File: config.mk
export PLATFORM = sky130hd
export DESIGN_NAME = weak_signal_generator
export DESIGN_NICKNAME = d
export VERILOG_FILES = /design/src/rtl/weak_signal_generator.sv
export SDC_FILE = /design/constraint.sdc
export NUM_CORES = 1
export LEC_CHECK = 0
export CAP_MARGIN = 10
export CORE_MARGIN = 2
export CORE_UTILIZATION = 40
export CTS_CLUSTER_SIZE = 28
export DETAILED_ROUTE_END_ITERATION = 10
export SYNTH_ARGS = -nofsm -noshare
export SYNTH_HDL_FRONTEND = slang
export SYNTH_SLANG_ARGS = --single-unit
File: constraint.sdc
create_clock -name clk -period 12.9 [get_ports clk]
set_clock_uncertainty 0.2 [all_clocks]
set_input_delay 1.29 -clock clk [delete_from_list [all_inputs] [get_ports clk]]
set_output_delay 1.29 -clock clk [all_outputs]
set_load 0.03 [all_outputs]
File: src/rtl/weak_signal_generator.sv
// Two-channel DDS test source: attenuated (optionally noisy) sine plus reference.
// Optional LFSR noise path is compiled in with `define WSG_NOISE_EN.
module weak_signal_generator #(
    parameter int DATA_WIDTH  = 16,
    parameter int PHASE_WIDTH = 32,
    parameter int DIV_WIDTH   = 16
) (
    input  logic                   clk,
    input  logic                   rst_n,
    input  logic                   enable,
    input  logic                   start,
    input  logic [PHASE_WIDTH-1:0] tuning_word,
    input  logic [15:0]            phase_offset,
    input  logic [DIV_WIDTH-1:0]   sample_div,
    input  logic [3:0]             amp_shift,
    input  logic                   noise_en,
    input  logic [3:0]             noise_shift,
    input  logic [15:0]            burst_len,
    output logic [DATA_WIDTH-1:0]  ch1_data,
    output logic [DATA_WIDTH-1:0]  ch2_data,
    output logic                   data_valid,
    output logic                   busy,
    output logic                   done
);

    typedef enum logic [1:0] {
        S_IDLE,
        S_RUN,
        S_DONE
    } state_t;

    state_t                  state_q;
    logic [PHASE_WIDTH-1:0]  phase_q;
    logic [DIV_WIDTH-1:0]    div_q;
    logic [15:0]             cnt_q;
    logic [15:0]             burst_q;
    logic                    v1_q;
    logic signed [15:0]      s1_q;
    logic signed [15:0]      s2_q;
    logic signed [15:0]      n1_q;
    logic                    valid_q;
    logic [DATA_WIDTH-1:0]   ch1_q;
    logic [DATA_WIDTH-1:0]   ch2_q;
    logic                    busy_q;
    logic                    done_q;

    logic                    tick;
    logic                    last;
    logic [15:0]             ph_top;
    logic signed [15:0]      sin1;
    logic signed [15:0]      sin2;
    logic signed [15:0]      noise_d;
    logic signed [15:0]      att;
    logic signed [16:0]      sum17;
    logic signed [15:0]      ch1_sat;

    // Parabolic sine: u*(32768-u)/8192 peaks at exactly 32768, hence the clamp.
    function automatic logic signed [15:0] sine16(input logic [15:0] q);
        logic [30:0] prod;
        logic [30:0] sh;
        logic [14:0] m;
        prod = {16'd0, q[14:0]} * (31'd32768 - {16'd0, q[14:0]});
        sh   = prod >> 13;
        m    = (sh > 31'd32767) ? 15'h7fff : sh[14:0];
        return q[15] ? -$signed({1'b0, m}) : $signed({1'b0, m});
    endfunction

`ifdef WSG_NOISE_EN
    localparam logic [31:0] LFSR_SEED = 32'hACE1_2345;
    localparam logic [31:0] LFSR_TAPS = 32'h8020_0003;

    logic [31:0] lfsr_q;

    always_ff @(posedge clk or negedge rst_n) begin
        if (!rst_n) begin
            lfsr_q <= LFSR_SEED;
        end else if (state_q == S_IDLE && start && enable) begin
            lfsr_q <= LFSR_SEED;
        end else if (tick) begin
            lfsr_q <= (lfsr_q >> 1) ^ (lfsr_q[0] ? LFSR_TAPS : 32'd0);
        end
    end

    assign noise_d = noise_en ? ($signed(lfsr_q[15:0]) >>> noise_shift)
                              : 16'sd0;
`else
    logic unused_noise;
    assign unused_noise = ^{noise_en, noise_shift};
    assign noise_d      = 16'sd0;
`endif

    always_comb begin
        tick    = (state_q == S_RUN) && (div_q == sample_div);
        last    = valid_q && (burst_q != 16'd0)
                  && ((cnt_q + 16'd1) == burst_q);
        ph_top  = phase_q[PHASE_WIDTH-1 -: 16];
        sin1    = sine16(ph_top);
        sin2    = sine16(ph_top + phase_offset);
        att     = s1_q >>> amp_shift;
        sum17   = {att[15], att} + {n1_q[15], n1_q};
        ch1_sat = sum17[15:0];
        if (sum17[16] != sum17[15]) begin
            ch1_sat = sum17[16] ? 16'sh8000 : 16'sh7fff;
        end
    end

    always_ff @(posedge clk or negedge rst_n) begin
        if (!rst_n) begin
            state_q <= S_IDLE;
            phase_q <= '0;
            div_q   <= '0;
            cnt_q   <= '0;
            burst_q <= '0;
            v1_q    <= 1'b0;
            s1_q    <= '0;
            s2_q    <= '0;
            n1_q    <= '0;
            valid_q <= 1'b0;
            ch1_q   <= '0;
            ch2_q   <= '0;
            busy_q  <= 1'b0;
            done_q  <= 1'b0;
        end else begin
            done_q <= 1'b0;
            unique case (state_q)
                S_IDLE: begin
                    v1_q    <= 1'b0;
                    valid_q <= 1'b0;
                    if (start && enable) begin
                        state_q <= S_RUN;
                        busy_q  <= 1'b1;
                        burst_q <= burst_len;
                        phase_q <= '0;
                        div_q   <= '0;
                        cnt_q   <= '0;
                    end
                end
                S_RUN: begin
                    if (!enable) begin
                        state_q <= S_IDLE;
                        busy_q  <= 1'b0;
                        v1_q    <= 1'b0;
                        valid_q <= 1'b0;
                    end else if (last) begin
                        // Flush ticks already in flight past the final sample.
                        state_q <= S_DONE;
                        busy_q  <= 1'b0;
                        done_q  <= 1'b1;
                        v1_q    <= 1'b0;
                        valid_q <= 1'b0;
                        cnt_q   <= cnt_q + 16'd1;
                    end else begin
                        div_q <= tick ? '0 : div_q + DIV_WIDTH'(1);
                        v1_q  <= tick;
                        if (tick) begin
                            phase_q <= phase_q + tuning_word;
                            s1_q    <= sin1;
                            s2_q    <= sin2;
                            n1_q    <= noise_d;
                        end
                        valid_q <= v1_q;
                        if (v1_q) begin
                            ch1_q <= ch1_sat;
                            ch2_q <= s2_q;
                        end
                        if (valid_q) begin
                            cnt_q <= cnt_q + 16'd1;
                        end
                    end
                end
                S_DONE: begin
                    state_q <= S_IDLE;
                end
                default: begin
                    state_q <= S_IDLE;
                end
            endcase
        end
    end

    assign ch1_data   = ch1_q;
    assign ch2_data   = ch2_q;
    assign data_valid = valid_q;
    assign busy       = busy_q;
    assign done       = done_q;

endmodule

==> results of run 1 <==
[logic make-up after synthesis]
group / count (synthesis) / share of synthesized area, %
compound gates: 517 / 12.5
xor+xnor: 120 / 3.82
fa+ha+maj: 658 / 39.8
buf+inv: 631 / 8.74
flops: 150 / 13.7
mux: 59 / 2.49
other cells: 2 / 0.0273
simple gates: 995 / 19.0
[routing by layer]
layer	share of wire (%)	wire [µm]	track usage [%]
met1	47	33400	30.0
met2	46	32900	32.7
met3	5.3	3780	3.10
met5	0.089	63	0
met4	0.97	685	3.26
[worst register-to-register path, delay by kind of cell (launching register included)]
family                   cells  cell delay [ps]
adder cells (fa/ha/maj)     11             4510
AO/OA/AOI/OAI               15             2870
AND/OR/NAND/NOR             10             2780
buffers and inverters        6              600
flip-flops                   1              530
[stage by stage]
stage / worst slack (ps) / std cells
4_1_cts: 512 / 4139
3_5_place_dp: 109 / 4108
6_report: 654 / 4140
3_3_place_gp: 213 / 4108
2_1_floorplan: 791 / 3160
5_1_grt: 39.9 / 4139
[cell type report]
class,instances,area (µm²)
clock inverter,11,151
inverter,503,1890
timing repair buffer,194,1760
fill,6756,37700
clock buffer,20,447
sequential,150,3750
multi-input combinational,2379,21500
antenna,1,2.50
tap,882,1100
[final timing paths]
| kind | startpoint | to | slack (ps) | depth (start not counted) |
|---|---|---|---|---|
| worst min register to register | ch1_data[9] | ch1_data[9] | 280 | 2 |
| max in group asynchronous | rst_n | ch2_data[15] | 10420 | 2 |
| worst max register to register | phase_q[16] | s2_q[12] | 1390 | 42 |
| min in group asynchronous | rst_n | phase_q[5] | 680 | 1 |
| worst max-delay path | phase_offset[0] | s2_q[12] | 650 | 43 |
| worst min-delay path | ch1_data[9] | ch1_data[9] | 280 | 2 |
[Yosys cell counts, types with 5 or more instances]
| cell | instances |
|---|---|
| nor2_1 | 211 |
| a21boi_0 | 5 |
| a22o_1 | 14 |
| nand2_1 | 200 |
| nand4_1 | 24 |
| or4_1 | 10 |
| nor3b_1 | 6 |
| ha_1 | 298 |
| nor4_1 | 17 |
| a31o_1 | 6 |
| o41ai_1 | 5 |
| a211o_1 | 6 |
| o31ai_1 | 39 |
| o21bai_1 | 5 |
| nor3_1 | 60 |
| mux2_2 | 44 |
| inv_1 | 499 |
| o21ai_1 | 19 |
| a31oi_1 | 6 |
| nand2b_1 | 187 |
| clkbuf_1 | 107 |
| o21a_1 | 20 |
| and2_1 | 39 |
| nor2b_1 | 85 |
| fa_1 | 360 |
| and4_1 | 10 |
| xnor2_1 | 61 |
| dfrtp_1 | 150 |
| a21o_1 | 45 |
| buf_2 | 15 |
| xor2_1 | 59 |
| a211oi_1 | 20 |
| a221oi_1 | 5 |
| o211ai_1 | 16 |
| or2_2 | 15 |
| o21ai_0 | 118 |
| and3_1 | 33 |
| a21oi_1 | 125 |
| mux2i_1 | 12 |
| nand3_1 | 33 |
| or3_1 | 39 |
[state kept, by name (all words and copies together), names as in the netlist]
signal      cells
data_valid      1
state_q         2
busy            1
ch1_data       16
cnt_q          16
div_q          16
s1_q           16
done            1
v1_q            1
phase_q        32
s2_q           16
ch2_data       16
burst_q        16
[repair_timing]
item / CTS / global route
hold endpoints to repair: 0 / 0
setup endpoints to repair: 0 / 4
gates resized for setup: 0 / 8
==> impl_metrics.csv, run 1 <==
group,metric,value,unit
critical_path,worstPathRequired,13070,ps
critical_path,path_common_cell,"fa_1",
cts,ctsRootBufferMaster,"clkbuf_16",
route,firstDrtPassIters,5,
route,dr.first_iter.drc_count,1349,
yosys,yosys_warnings,0,
finish,fin_nets,3996,
cts,cts_buffers,17,
die,die-area,70800,µm²
die,io_pins,128,
cts,tritoncts,"yes",
placed_design,io_buffers,122,
yosys,synthFlopType,"dfrtp_1",
finish,final_layout_size_suffix_gt1_share,6.54,%
cts,hold_buffers,0,
critical_path,critPathArrivalTime,12420,ps
grt,grt.overflow.total,0,
yosys,synth_top_area_share,26.2,%
cts,cts.sinks,150,
cts,cts_setup_buffers,0,
yosys,synth.avg_cell_area,8.78,µm²
sta,rsz0062_at_grt,"no",
yosys,yosys-top-cells-area,"fa_1, dfrtp_1, ha_1",
critical_path,crit_family,"adder cells",
finish,layout_commonest_cell,"inv_1",
route,ant_nets,0,
placed_design,globalplace.congestion,0.858,
finish,final_cell_mix,"inv_1, fa_1, ha_1, nor2_1, nand2_1",
hold_path,hold_path.class,"flop to flop",
cts,cts_buffer_depth,2,
critical_path,critical_path_buf_inv_count,7,
die,die_h,266,µm
placed_design,dp_hpwl,57200,µm
sta,relSlewSlack,42.3,%
grt,track_usage,20.5,%
sta,setup-violations-final,0,
critical_path,crit_path_start_kind,"primary input",
yosys,ys_async_sr_fraction,100,%
yosys,yosysUniqueCellTypes,100,
sta,finalCritPeriodShare,94.9,%
yosys,synth_edf_count,0,
sta,tightest_slew,865,ps
die,rows,96,
cts,cts.htree.levels,4,
die,fp.dieW,266,µm
grt,grt_pass1_wl,116000,µm
route,wl,70900,µm
route,avgRoutedWirePerCell,17.1,µm
yosys,ys_seq_area_share,13.7,%
sta,finalHoldViolCount,0,
yosys,syn_inst,3132,
grt,grt_max_degree,83,
grt,grt_antenna_before_repair,7,
die,core,68300,µm²
sta,finalCriticalPeriod,12250,ps
yosys,synth.cell_area,27500,µm²
critical_path,slowest_stage,"or4_4",
yosys,ys_ff_latch,150,
finish,syn_to_final_growth,11.3,%
status,status,"finished clean",
critical_path,cpPeakStageDelay,570,ps
sta,drv_slew,0,
placed_design,dpl_cell_area,30000,µm²
cts,clkTransAtPathRegs,60,ps
cts,clk_latency,440,ps
die,floorplan.initialDensity,40.2,%
finish,postLayoutCellArea,30600,µm²
flow_run,drv_cap,0,
sta,fmax,81.7,MHz
sta,holdWs,279,ps
yosys,yosys.area.top_type,"fa_1",
sta,finalSetupTns,0,ps
critical_path,worstSetupPathType,"primary input to flop",
grt,grt_pass1_vias,21759,
route,via_count,21790,
route,drcViolationCount,0,
finish,postLayoutCoreUtil,44.8,%
critical_path,cp_max_fo,14,
route,post_drt_via_cell_ratio,5.26,
critical_path,end_kind,"flop",
Power of run 1 is not shown: default switching activity piles up to over one toggle a cycle in this logic, so the estimate is an artifact.
==> run 2: changes to the inputs <==
--- a/config.mk
+++ b/config.mk
@@ -10,6 +10,7 @@
 export CORE_UTILIZATION = 40
 export CTS_CLUSTER_SIZE = 28
 export DETAILED_ROUTE_END_ITERATION = 10
+export PLACE_DENSITY_LB_ADDON = 0.3
 export SYNTH_ARGS = -nofsm -noshare
 export SYNTH_HDL_FRONTEND = slang
 export SYNTH_SLANG_ARGS = --single-unit
==> run 2 against run 1 <==
Against the previous run: design area hardly changed; first-iteration DRC count shrank 5.3%; maximum frequency up 0.48%; critical path depth fell by 1; via count increased by 0.29%; setup slack improved by 58 ps; clock-buffer cell count is 1 higher; die area did not move; global-route usage decreased by 0.056 points; critical endpoint unchanged.
==> impl_metrics.csv, run 2 (synthesis results as in run 1) <==
group,metric,value,unit
status,status,"finished clean",
die,die-area,70800,µm²
finish,layout_commonest_cell,"inv_1",
sta,finalCritPeriodShare,94.5,%
grt,grt_max_degree,89,
sta,finalCriticalPeriod,12190,ps
critical_path,path_common_cell,"fa_1",
grt,grt_antenna_before_repair,4,
grt,grt_pass1_vias,21791,
route,ant_nets,0,
critical_path,critPathArrivalTime,12360,ps
finish,syn_to_final_growth,11.3,%
finish,final_cell_mix,"inv_1, fa_1, ha_1, nor2_1, nand2_1",
sta,tightest_slew,930,ps
sta,relSlewSlack,37.8,%
placed_design,globalplace.congestion,0.870,
cts,cts_buffer_depth,2,
cts,tritoncts,"yes",
cts,ctsRootBufferMaster,"clkbuf_16",
critical_path,end_kind,"flop",
die,die_h,266,µm
die,rows,96,
sta,drv_slew,0,
finish,fin_nets,3995,
grt,grt_pass1_wl,116000,µm
critical_path,critical_path_buf_inv_count,6,
cts,clkTransAtPathRegs,60,ps
die,floorplan.initialDensity,40.2,%
critical_path,crit_path_start_kind,"primary input",
grt,grt.overflow.total,0,
critical_path,reg2regPathDepth,41,
route,post_drt_via_cell_ratio,5.28,
route,dr.first_iter.drc_count,1278,
critical_path,cpPeakStageDelay,590,ps
placed_design,dp_hpwl,57000,µm
route,firstDrtPassIters,5,
finish,largest_reg_flops,32,
finish,largest_register,"phase_q",
sta,finalSetupTns,0,ps
cts,cts.sinks,150,
cts,cts_buffers,17,
critical_path,worstPathRequired,13080,ps
critical_path,slowest_stage,"or4_1",
route,wl,70400,µm
hold_path,hp-start,"s2_q[1]",
finish,final_layout_size_suffix_gt1_share,6.48,%
sta,setup-violations-final,0,
die,fp.dieW,266,µm
cts,clk_latency,440,ps
route,drcViolationCount,0,
critical_path,timing.rr.start,"phase_q[16]",
grt,track_usage,20.5,%
critical_path,cp_max_fo,13,
cts,cts.htree.levels,4,
route,via_count,21853,
sta,rsz0062_at_grt,"no",
critical_path,crit_family,"adder cells",
critical_path,worstSetupPathType,"primary input to flop",
finish,diodes,0,
placed_design,io_buffers,122,
hold_path,hold_path.class,"flop to flop",
finish,n_fill_cell,6691,
hold_path,min_to,"s2_q[1]",
flow_run,drv_cap,0,
sta,finalHoldViolCount,0,
critical_path,crit_start,"phase_offset[0]",
critical_path,r2r-end,"s2_q[12]",
sta,fmax,82.1,MHz
die,core,68300,µm²
die,io_pins,128,
hold_path,hold_path_depth,1,
route,avgRoutedWirePerCell,17.0,µm
critical_path,r2r_slack,1520,ps
==> run 2: cell type report <==
type | instances | area (µm²) | share of cell area, %
Inverter | 503 | 1890 | 6.17
Clock inverter | 11 | 148 | 0.483
Sequential cell | 150 | 3750 | 12.3
Timing Repair Buffer | 193 | 1760 | 5.74
Multi-Input combinational cell | 2379 | 21500 | 70.2
Tap cell | 882 | 1100 | 3.61
Clock buffer | 21 | 460 | 1.51
==> run 2: through the flow <==
| stage | hold WS, ps | setup WS [ps] | std cells | area [µm²] | utilization, % |
|---|---|---|---|---|---|
| global placement | 261 | 300 | 4107 | 30000 | 43.8 |
| CTS | 283 | 660 | 4139 | 30600 | 44.7 |
| global route | 296 | 10.2 | 4139 | 30600 | 44.8 |
| finish | 278 | 713 | 4139 | 30600 | 44.8 |
| detailed placement | 268 | 284 | 4107 | 30000 | 43.8 |
| floorplan | 245 | 791 | 3160 | 27600 | - |
==> run 2: what timing repair did <==
item	in CTS	in global routing
setup endpoints to repair	0	4
hold buffers	0	0
buffers inserted	0	0
gates resized for setup	0	5
==> run 2: per-layer routing <==
layer  GRT usage (%)  vias to the layer above  wire length, µm
li1                -                    10458                -
met4            3.89                        4             1060
met2            33.0                      513            32600
met3            3.55                       72             4480
met1            29.1                    10806            32200
met5               0                        -               23
==> run 2: worst register-to-register path: cells and delay by family (launching register included) <==
kind	cells	cell delay, ps
xor+xnor	1	200
buf+inv	5	640
simple gates	10	3000
fa+ha+maj	11	4180
flops	1	510
compound gates	14	2590
==> run 2: worst max path at each step <==
stage / endpoint / cells past startpoint / slack [ps]
2_1_floorplan: s2_q[12] / 45 / 790
3_3_place_gp: s2_q[14] / 42 / 300
3_5_place_dp: s2_q[14] / 43 / 280
4_1_cts: s2_q[12] / 42 / 660
5_1_grt: s2_q[10] / 42 / 10
6_report: s2_q[12] / 42 / 710
Power of run 2 is left out for the same reason.
